**config.mk**
```make
export PLATFORM = sky130hd
export DESIGN_NAME = hazard_control_unit
export DESIGN_NICKNAME = d
export VERILOG_FILES = /design/src/rtl/hazard_pkg.sv /design/src/rtl/hazard_perf_counter.sv /design/src/rtl/hazard_control_unit.sv
export SDC_FILE = /design/constraint.sdc
export NUM_CORES = 1
export LEC_CHECK = 0
export ABC_AREA = 1
export CAP_MARGIN = 20
export CORE_UTILIZATION = 31
export CTS_CLUSTER_SIZE = 30
export DETAILED_ROUTE_END_ITERATION = 10
export PLACE_DENSITY = 0.82
export SKIP_LAST_GASP = 1
export SYNTH_ARGS = -nofsm -noshare
export SYNTH_HDL_FRONTEND = slang
export SYNTH_HIERARCHICAL = 1
export SYNTH_SLANG_ARGS = --single-unit
```
**constraint.sdc**
```tcl
create_clock -name clk -period 1.24 [get_ports clk]
set_input_delay 0.124 -clock clk [delete_from_list [all_inputs] [get_ports clk]]
set_output_delay 0.124 -clock clk [all_outputs]
set_load 0.02 [all_outputs]
```
**src/rtl/hazard_pkg.sv**
```systemverilog
// hazard_pkg: shared types and constants for the pipeline hazard controller.
//   state_t              - FSM state encoding (IDLE, LOAD_STALL)
//   CNT_W                - width of the load-use bubble counter
//   MAX_LOAD_USE_STALLS  - largest bubble count the counter can hold
package hazard_pkg;

    localparam int CNT_W               = 3;
    localparam int MAX_LOAD_USE_STALLS = 7;

    typedef enum logic {
        IDLE,
        LOAD_STALL
    } state_t;

endpackage

```
**src/rtl/hazard_perf_counter.sv**
```systemverilog
// hazard_perf_counter: free-running enable counter, wraps modulo 2^WIDTH.
//   clk      in   core clock, rising edge
//   reset_n  in   asynchronous active-low reset, clears count
//   en       in   increment this cycle
//   count    out  current count
module hazard_perf_counter #(
    parameter int WIDTH = 32
) (
    input  logic             clk,
    input  logic             reset_n,
    input  logic             en,
    output logic [WIDTH-1:0] count
);

    always_ff @(posedge clk or negedge reset_n) begin
        if (!reset_n) begin
            count <= '0;
        end else if (en) begin
            count <= count + WIDTH'(1);
        end
    end

endmodule

```
**src/rtl/hazard_control_unit.sv**
```systemverilog
// hazard_control_unit: load-use bubble insertion, taken-branch flush and
// data-memory freeze for the 5-stage core. Sits between ID and EX.
// Build option: define HAZARD_PERF_EN to enable the stall/flush counters;
// without it stall_cycles and flush_count are tied to zero.
//   clk, reset_n                 clock, asynchronous active-low reset
//   mem_re_E, rd_E               EX instruction is a load / its destination
//   rs1_D, rs2_D                 ID instruction source registers
//   rs1_used_D, rs2_used_D       ID instruction really reads rs1 / rs2
//   branch_taken_E               EX instruction redirects the PC
//   dmem_busy                    data memory access still pending
//   pc_write_en, ifid_write_en   PC / IF-ID may update
//   ifid_flush, idex_flush       clear IF-ID / bubble into ID-EX
//   freeze                       hold EX-MEM and MEM-WB
//   stall                        load-use stall active this cycle
//   stall_cycles, flush_count    performance counters
module hazard_control_unit
    import hazard_pkg::*;
#(
    parameter int   NUM_REGS        = 32,
    parameter int   LOAD_USE_STALLS = 1,
    parameter int   PERF_W          = 32,
    localparam int  REG_AW          = $clog2(NUM_REGS)
) (
    input  logic              clk,
    input  logic              reset_n,
    input  logic              mem_re_E,
    input  logic [REG_AW-1:0] rd_E,
    input  logic [REG_AW-1:0] rs1_D,
    input  logic [REG_AW-1:0] rs2_D,
    input  logic              rs1_used_D,
    input  logic              rs2_used_D,
    input  logic              branch_taken_E,
    input  logic              dmem_busy,
    output logic              pc_write_en,
    output logic              ifid_write_en,
    output logic              ifid_flush,
    output logic              idex_flush,
    output logic              freeze,
    output logic              stall,
    output logic [PERF_W-1:0] stall_cycles,
    output logic [PERF_W-1:0] flush_count
);

    generate
        if (NUM_REGS < 2 || (NUM_REGS & (NUM_REGS - 1)) != 0 ||
            LOAD_USE_STALLS < 1 || LOAD_USE_STALLS > MAX_LOAD_USE_STALLS) begin : g_bad_params
            $error("hazard_control_unit: NUM_REGS must be a power of two and LOAD_USE_STALLS in 1..7");
        end
    endgenerate

    localparam logic [CNT_W-1:0] RELOAD = CNT_W'(LOAD_USE_STALLS - 1);

    state_t           state, next_state;
    logic [CNT_W-1:0] cnt, next_cnt;
    logic             hazard_D;

    assign hazard_D = mem_re_E && (rd_E != '0) &&
                      ((rs1_used_D && rs1_D == rd_E) || (rs2_used_D && rs2_D == rd_E));

    always_ff @(posedge clk or negedge reset_n) begin
        if (!reset_n) begin
            state <= IDLE;
            cnt   <= '0;
        end else begin
            state <= next_state;
            cnt   <= next_cnt;
        end
    end

    // Outputs are gated by reset_n so an asserted reset overrides every
    // input combinationally, not just at the next clock edge.
    always_comb begin
        next_state    = state;
        next_cnt      = cnt;
        pc_write_en   = 1'b1;
        ifid_write_en = 1'b1;
        ifid_flush    = 1'b0;
        idex_flush    = 1'b0;
        freeze        = 1'b0;
        stall         = 1'b0;
        if (reset_n) begin
            if (dmem_busy) begin
                // Everything holds; a taken branch is re-presented next cycle.
                freeze        = 1'b1;
                pc_write_en   = 1'b0;
                ifid_write_en = 1'b0;
            end else if (branch_taken_E) begin
                ifid_flush = 1'b1;
                idex_flush = 1'b1;
                next_state = IDLE;
                next_cnt   = '0;
            end else if (state == LOAD_STALL) begin
                pc_write_en   = 1'b0;
                ifid_write_en = 1'b0;
                idex_flush    = 1'b1;
                stall         = 1'b1;
                next_cnt      = cnt - CNT_W'(1);
                if (cnt == CNT_W'(1)) begin
                    next_state = IDLE;
                end
            end else if (hazard_D) begin
                pc_write_en   = 1'b0;
                ifid_write_en = 1'b0;
                idex_flush    = 1'b1;
                stall         = 1'b1;
                if (LOAD_USE_STALLS > 1) begin
                    next_state = LOAD_STALL;
                    next_cnt   = RELOAD;
                end
            end
        end
    end

`ifdef HAZARD_PERF_EN
    hazard_perf_counter #(.WIDTH(PERF_W)) u_stall_ctr (
        .clk     (clk),
        .reset_n (reset_n),
        .en      (stall),
        .count   (stall_cycles)
    );

    hazard_perf_counter #(.WIDTH(PERF_W)) u_flush_ctr (
        .clk     (clk),
        .reset_n (reset_n),
        .en      (ifid_flush),
        .count   (flush_count)
    );
`else
    assign stall_cycles = '0;
    assign flush_count  = '0;
`endif

endmodule

```
## Yosys cells after proc, flatten, opt, wreduce, memory -nomap -nowiden

Cells that the tools add are included.

- Input bits: 22
- Output and inout port bits: 70
- Register bits: 4
- Word-level logic and storage cells: 39

- Bitwise gates (word level): 1
- Mux-type cells: 23
- Add/subtract/negate cells: 1
- Reductions and logical operators: 9
- Equal/unequal tests: 3

Operator list:

| kind | number |
|---|---|
| 2-to-1 mux 1 bit | 21 |
| equality test 5 bit | 2 |
| 2-to-1 mux 3 bit | 2 |
| nonzero test 5 bit | 1 |
| logical AND 1 bit | 4 |
| equality test 3 x 1 -> 1 bit (second input constant) | 1 |
| AND reduction 3 bit | 1 |
| subtractor 3 x 1 -> 3 bit (second input constant) | 1 |
| AND reduction 2 bit | 1 |
| nonzero test 2 bit | 1 |
| logical OR 1 bit | 1 |
| inverter 1 bit | 1 |

## Logic depth before layout (Yosys ltp)

Gate-level depths: netlist (run 1).

- Word-level depth: 9
- Gate-level depth with buffers: 10
- Mapped depth without buffers: 10

## Least setup slack after synthesis (run 1)

OpenSTA, ideal clock, no wires.

- Path kind: input to output
- From: input rd_E[2]
- To: output pc_write_en
- Stages on the path: 8
- Setup slack: -86 ps
- Required time: 1,116 ps
- Arrival: 1,202 ps
- Path buffers: 1
- Path through: inv_1 -> nand4_1 -> o21ai_0 -> inv_1 -> nand2_1 -> nand2_2 -> a21oi_1 -> buf_4

- Cells in the longest elaborated chain, start to end: 9
- Elaborated cells on any way between the ends: 13
- Those cells by class: eq/ne: 2; mux: 5; reduce/logical: 6

Ends and longest elaborated chain:

| element | line | RTL |
|---|---|---|
| from (decl) | hazard_control_unit.sv:27 | `input logic [REG_AW-1:0] rd_E,` |
| equality test 5 bit | hazard_control_unit.sv:58 | `((rs1_used_D && rs1_D == rd_E) \|\| (rs2_used_D && rs2_D == rd_E));` |
| logical AND 1 bit | hazard_control_unit.sv:58 |  |
| logical OR 1 bit | hazard_control_unit.sv:58 |  |
| logical AND 1 bit * | hazard_control_unit.sv:57 | `assign hazard_D = mem_re_E && (rd_E != '0) &&` |
| 2-to-1 mux 1 bit * (5 in series) | n/a |  |
| to (decl) | hazard_control_unit.sv:34 | `output logic pc_write_en,` |

Every way passes the cells marked *; elsewhere a longest branch is shown, timed or not.

## Worst setup path after layout (run 1)

- From: register state
- To: output pc_write_en

- Cells in the longest elaborated chain, start to end: 4

Ends and longest elaborated chain:

| element | line | RTL |
|---|---|---|
| from (decl) | hazard_control_unit.sv:53 | `state_t state, next_state;` |
| from (signal assigned) | hazard_control_unit.sv:65 | `state <= next_state;` |
| 2-to-1 mux 1 bit | hazard_control_unit.sv:92 | `end else if (state == LOAD_STALL) begin` |
| 2-to-1 mux 1 bit | hazard_control_unit.sv:87 | `end else if (branch_taken_E) begin` |
| 2-to-1 mux 1 bit | hazard_control_unit.sv:82 | `if (dmem_busy) begin` |
| 2-to-1 mux 1 bit | hazard_control_unit.sv:81 | `if (reset_n) begin` |

Every way passes these cells.

==> results of run 1 <==
==> final timing paths <==
check,depth (start not counted),startpoint,slack [ns],endpoint
worst max-delay path,4,state$_DFFE_PN0P_,0.03,pc_write_en
worst min-delay path,3,reset_n,0.53,cnt[2]$_DFFE_PN0P_
worst max register to register,5,cnt[0]$_DFFE_PN0P_,0.24,cnt[2]$_DFFE_PN0P_
worst min register to register,2,cnt[2]$_DFFE_PN0P_,0.56,cnt[2]$_DFFE_PN0P_
max in group asynchronous,3,reset_n,0.54,state$_DFFE_PN0P_
min in group clk,5,branch_taken_E,0.53,cnt[1]$_DFFE_PN0P_
==> flip-flops by register name, indices dropped and copies added, names as in the netlist <==
| signal | flops |
|---|---|
| cnt | 3 |
| state | 1 |
==> where the power goes <==
group          switching (uW)  internal (uW)  total [uW]
Clock                    54.6            108         163
Sequential               13.6            145         159
Combinational             284            132         416
Total                     352            386         738
==> area by class of cell <==
type / instances / area, sq um
clock buffers: 3 / 22.5
fillers: 328 / 1800
inverters: 23 / 96.3
well taps: 44 / 55.1
flip-flops and latches: 4 / 100
multi-input cells: 130 / 598
repair buffers: 37 / 360
==> through the flow <==
stage / instance area [sq um] / total power (uW)
after floorplan: 1230 / 578
after CTS: 1090 / 694
after global placement: 1120 / 547
final: 1230 / 738
after global routing: 1230 / 797
after detailed placement: 1120 / 550
==> cells in the final DEF, fill, tap and decap left out <==
master,n
o21ai_1,1
clkdlybuf4s15_2,1
clkdlybuf4s15_1,1
dfrtp_1,4
a21oi_1,1
nand3_1,4
nand2_2,11
ha_1,2
inv_4,4
nand2_1,26
a21oi_4,1
clkbuf_2,2
buf_8,4
clkbuf_4,3
dlygate4sd2_1,3
o21ai_0,2
nand2_4,1
nor2_4,2
conb_1,64
dlymetal6s2s_1,1
nor2_1,8
buf_4,10
xor2_1,1
buf_2,2
buf_6,12
inv_1,12
inv_2,7
nor2_2,3
nand4_1,1
dlygate4sd3_1,1
nor3b_1,1
nor3_1,1
==> per-layer routing <==
metal	wire, um	track usage, %
met5	0	0
met4	23	5.10
met3	161	2.20
met2	960	17.9
met1	600	10.8
==> critical path, cell delays in order, from the launching register on <==
cell and delay [ns]:
dfrtp_1 0.38, inv_2 0.09, nand2_4 0.07, a21oi_4 0.17
buf_6 0.14
==> logic make-up after synthesis <==
group                      Yosys count  share of synthesized area, %
buffers and inverters               88                          58.2
and+or+nand+nor                     58                          25.3
AOI/OAI and AO/OA                    5                          2.53
DFF                                  4                          10.1
adders and majority gates            2                          2.53
xor gates and xnor gates             1                         0.887
other                                1                         0.380
==> what timing repair did <==
item,4_1_cts,5_1_grt
hold endpoints to repair,4,0
pin swaps,26,31
hold buffers,1,0
buffers inserted,0,1
setup endpoints to repair,6,4
gates resized for setup,90,51
==> key figures, run 1 <==
STA
  • Final Max Tran Viols: 0
  • WHS: 0.528 ns
  • Final Cycle Share: 97.6%
  • Final Hold Viols: 0
  • Final Setup Violations: 0
  • Max Freq: 826 MHz
  • RSZ-0062 raised after global routing: yes
  • Minimum clock period: about 1.2 ns
  • Setup TNS: 0 ns
  • Final setup margin: roughly 0.029 ns
  • Final worst clock skew: ~0.0022 ns

Synthesis
  • Post-synth EDFFs: 0
  • Top-area cell type share of the netlist area: between 40% and 50%
  • Most area-consuming cells after synthesis: buf_4 (49%), nand2_1 (14%), dfrtp_1 (10%), inv_1 (6.5%), nor2_1 (3.4%)
  • Area leader, netlist: buf_4
  • YS warnings: 6
  • Synthesized area: slightly below 1000 sq um
  • Dominant synthesized flop cell: dfrtp_1
  • Most frequent cells after synthesis: buf_4 (65), nand2_1 (36), inv_1 (17), nor2_1 (9), inv_2 (6)
  • Synth Area per Inst: 6.21 sq um
  • Ys async rst share: 100%
  • Most common cell in the netlist: buf_4
  • Register area share after synthesis: roughly a tenth
  • Seq cells post-synth: 4
  • Count of cell types in the netlist: 18
  • Mapped Cells: about 160

Clock tree
  • Sink Count: 4
  • CTS root buf: clkbuf_4
  • Max clock buf depth: 2
  • CTS tree: built
  • Clk pin slew, worst setup/hold paths: ~0.040 ns
  • Skew-Pair Late Insertion Delay: 0.24 ns
  • CTS H-tree depth: 1
  • Num CTS Buffers: 3

Setup path
  • Worst endpoint required time: between 1 and 1.5 ns
  • CP Launch Type: register
  • WS Path Type: reg2out
  • Arrival time worst endpoint: 1.09 ns
  • Crit-path max FO: 2
  • Critical Path Sink Type: primary output

Drt
  • Total vias in the final route: 815
  • DRC viols: 0
  • Iteration-0 DRC Markers: 8
  • Routed Antenna Nets: 0
  • WL/cell: 7.24 um
  • Post-Route WL: about 1700 um
  • Initial DRT Pass Iterations: 4
  • Vias per cell: between 3 and 4

Flow run
  • Max Cap Viol: 0

Global routing
  • Total global-route track usage: roughly 10%
  • GR Overflow Total: 0
  • Vias in the first global route: ~650
  • Initial antenna violation count: 0
  • Pin count of the biggest net entering global routing: 6
  • Global-route wire length before repair: about 2600 um

Final layout
  • Fin util: around two fifths
  • Area Overhead vs Synth: 24.8%
  • Final nets: approximately 220
  • Finished Layout Cells: between 200 and 250
  • Layout cells sized above 1: roughly a third
  • Antenna Cells: 0

Place
  • Dpl hpwl: ~1400 um
  • Place WS: -0.882 ns
  • PortBufs: 27
  • GP Congestion: 0.731
  • Placed insts: around 240

Power and ir drop
  • Worst VDD drop: approximately 0.31 mV
  • Leakage power: roughly 0.00076 uW
  • Pwr Density: approximately 600 nW/um^2

Die
  • Die width: 58.4 um
  • Initial Util: between 30% and 40%
  • I/O pin count: 92
  • Core Area: 3030 sq um
  • Die Ht: between 50 and 60 um
  • Site row count: 20
  • Die Area: 3410 sq um

Hold path
  • Type of the worst min-delay path: in2async

Run status
  • Status: complete, no violations
No activity file was read; power rests on OpenSTA's default activity.
==> run 2: changes to the inputs <==
--- a/config.mk
+++ b/config.mk
@@ -7,10 +7,10 @@
 export LEC_CHECK = 0
 export ABC_AREA = 1
 export CAP_MARGIN = 20
-export CORE_UTILIZATION = 31
+export CORE_UTILIZATION = 33
 export CTS_CLUSTER_SIZE = 30
 export DETAILED_ROUTE_END_ITERATION = 10
-export PLACE_DENSITY = 0.82
+export PLACE_DENSITY = 0.86
 export SKIP_LAST_GASP = 1
 export SYNTH_ARGS = -nofsm -noshare
 export SYNTH_HDL_FRONTEND = slang
==> constraint.sdc (replaced) <==
create_clock -name clk -period 1.5 [get_ports clk]
set_input_delay 0.15 -clock clk [delete_from_list [all_inputs] [get_ports clk]]
set_output_delay 0.15 -clock clk [all_outputs]
set_load 0.02 [all_outputs]
==> key figures, run 2 (synthesized netlist as in run 1, its figures left out) <==
Clock tree
  • CTS root buf: clkbuf_4
  • Setup repair bufs after CTS: 0
  • CTS H-tree depth: 1
  • Skew-Pair Late Insertion Delay: 0.23 ns
  • Num CTS Buffers: 3
  • CTS tree: built
  • Clk pin slew, worst setup/hold paths: ~0.040 ns
  • Post-CTS Hold Fix Bufs: 0
  • Sink Count: 4
  • Max clock buf depth: 2

STA
  • Final Hold Viols: 0
  • Final Setup Violations: 0
  • WHS: 0.243 ns
  • Minimum clock period: between 1 and 1.5 ns
  • Final setup margin: between 0.07 and 0.08 ns
  • RSZ-0062 raised after global routing: yes
  • Final Max Tran Viols: 0
  • Final Cycle Share: roughly 95%
  • Max Freq: 702 MHz
  • Final worst clock skew: approximately 0.0020 ns

Hold path
  • Type of the worst min-delay path: in2async

Run status
  • Violated checks: design-rule violations
  • Status: finished, violations left

Setup path
  • Arrival time worst endpoint: 1.27 ns
  • CP Launch Type: input pin
  • Worst endpoint required time: 1.35 ns
  • CP bufs+invs: 5
  • CP Cell Sequence: clkdlybuf4s50_1 -> buf_6 -> nand2_1 -> inv_2 -> buf_4 -> clkdlybuf4s15_2
  • Max incr delay on CP: about 0.51 ns
  • FF-to-FF End: cnt[2]$_DFFE_PN0P_
  • Crit-path max FO: 5
  • WS Path Type: in2out
  • Critical Path Sink Type: primary output
  • R2r startpoint: cnt[0]$_DFFE_PN0P_
  • Setup slack, reg-to-reg: between 0.4 and 0.5 ns
  • CP top delay family: buffers and inverters
  • Critical path's slowest cell: clkdlybuf4s50_1
  • Reg2reg path depth: 5

Drt
  • Iteration-0 DRC Markers: 29
  • Initial DRT Pass Iterations: 7
  • Vias per cell: 3.55
  • WL/cell: 6.81 um
  • DRC viols: 18
  • Total vias in the final route: approximately 800
  • Post-Route WL: 1530 um
  • Routed Antenna Nets: 0

Place
  • Dpl hpwl: between 1000 and 1500 um
  • GP Congestion: between 0.8 and 0.9
  • PortBufs: 27
  • Place WS: -0.617 ns

Final layout
  • Final nets: 220
  • Fill count: approximately 310
  • Multi-input logic area: about 570 sq um
  • Reg with most FFs: cnt
  • Antenna Cells: 0
  • Most frequent cells in the layout: conb_1 (64), nand2_1 (35), inv_1 (15), dlygate4sd2_1 (15), nor2_1 (9)
  • Area Overhead vs Synth: 13.4%
  • Largest regs: cnt: 3 flops, state: 1 flops
  • Register area: 100 sq um
  • Max FFs per register: 3
  • Most common cell after layout, fill and taps aside: conb_1
  • Layout cells sized above 1: between 10% and 20%

Global routing
  • Total global-route track usage: about 8.8%
  • Initial antenna violation count: 0
  • Pin count of the biggest net entering global routing: 6
  • Vias in the first global route: 579
  • Global-route wire length before repair: 2290 um
  • GR Overflow Total: 0

Power and ir drop
  • Sequential Power Share: between 20% and 30%
  • Worst VDD drop: between 0.4 and 0.5 mV
  • Internal: roughly 300 uW
  • Switch share: about half
  • NetSw: 277 uW
  • Power share of the clock group: between 20% and 30%
  • Leakage power: about 0.00075 uW
  • Pwr Density: approximately 510 nW/um^2
  • Combinational fraction of design power: between 50% and 60%

Flow run
  • Max Cap Viol: 0

Die
  • Die width: about 57 um
  • Die Ht: around 57 um
  • Die Area: approximately 3200 sq um
  • Core Area: around 2800 sq um
  • Site row count: 19
  • I/O pin count: 92
  • Initial Util: approximately a third
## run 2: timing repair
| item | in CTS | in global routing |
|---|---|---|
| setup endpoints to repair | 6 | 4 |
| resized for setup | 42 | 10 |
| pin swaps | 12 | 11 |
## run 2: worst max path at each step
stage | from | endpoint | slack (ns) | cells after the start
detailed placement | rd_E[3] | pc_write_en | -0.62 | 9
global placement | rd_E[4] | stall | -0.61 | 12
CTS | rs1_used_D | stall | 0.001 | 10
global route | rd_E[4] | stall | -0.01 | 12
floorplan | rd_E[2] | pc_write_en | 0.12 | 8
finish | reset_n | freeze | 0.08 | 6
## run 2: power groups by stage
stage / sequential (uW) / clock, uW / combinational (uW)
2_1_floorplan: 129 / 0 / 348
3_3_place_gp: 131 / 0 / 318
3_5_place_dp: 132 / 0 / 322
4_1_cts: 131 / 137 / 308
5_1_grt: 132 / 142 / 340
6_report: 131 / 129 / 313
## run 2: final cells by class
cell class,instances,area share [%]
well taps,31,3.46
repair buffers,34,27.4
clock buffers,3,2.01
multi-input cells,130,50.5
inverters,23,7.71
flip-flops and latches,4,8.94
## run 2: stage by stage
stage	utilization (%)	cell area (sq um)	power (uW)	TNS, ns	std cells
global route	39.9	1120	614	-0.0104	225
floorplan	-	1220	477	0	222
finish	39.9	1120	573	0	225
detailed placement	39.1	1100	454	-2.98	222
global placement	39.1	1100	449	-2.89	222
CTS	39.1	1100	575	0	225
## run 2: metal layers
metal / GRT usage [%] / up-vias / wire [um] / share of wire [%]
met5: 0 / - / 0 / 0
met4: 3.21 / 0 / 0 / 0
met3: 0 / 0 / 113 / 7.4
met2: 16.8 / 52 / 799 / 52
met1: 10.4 / 336 / 619 / 40
li1: - / 410 / - / -
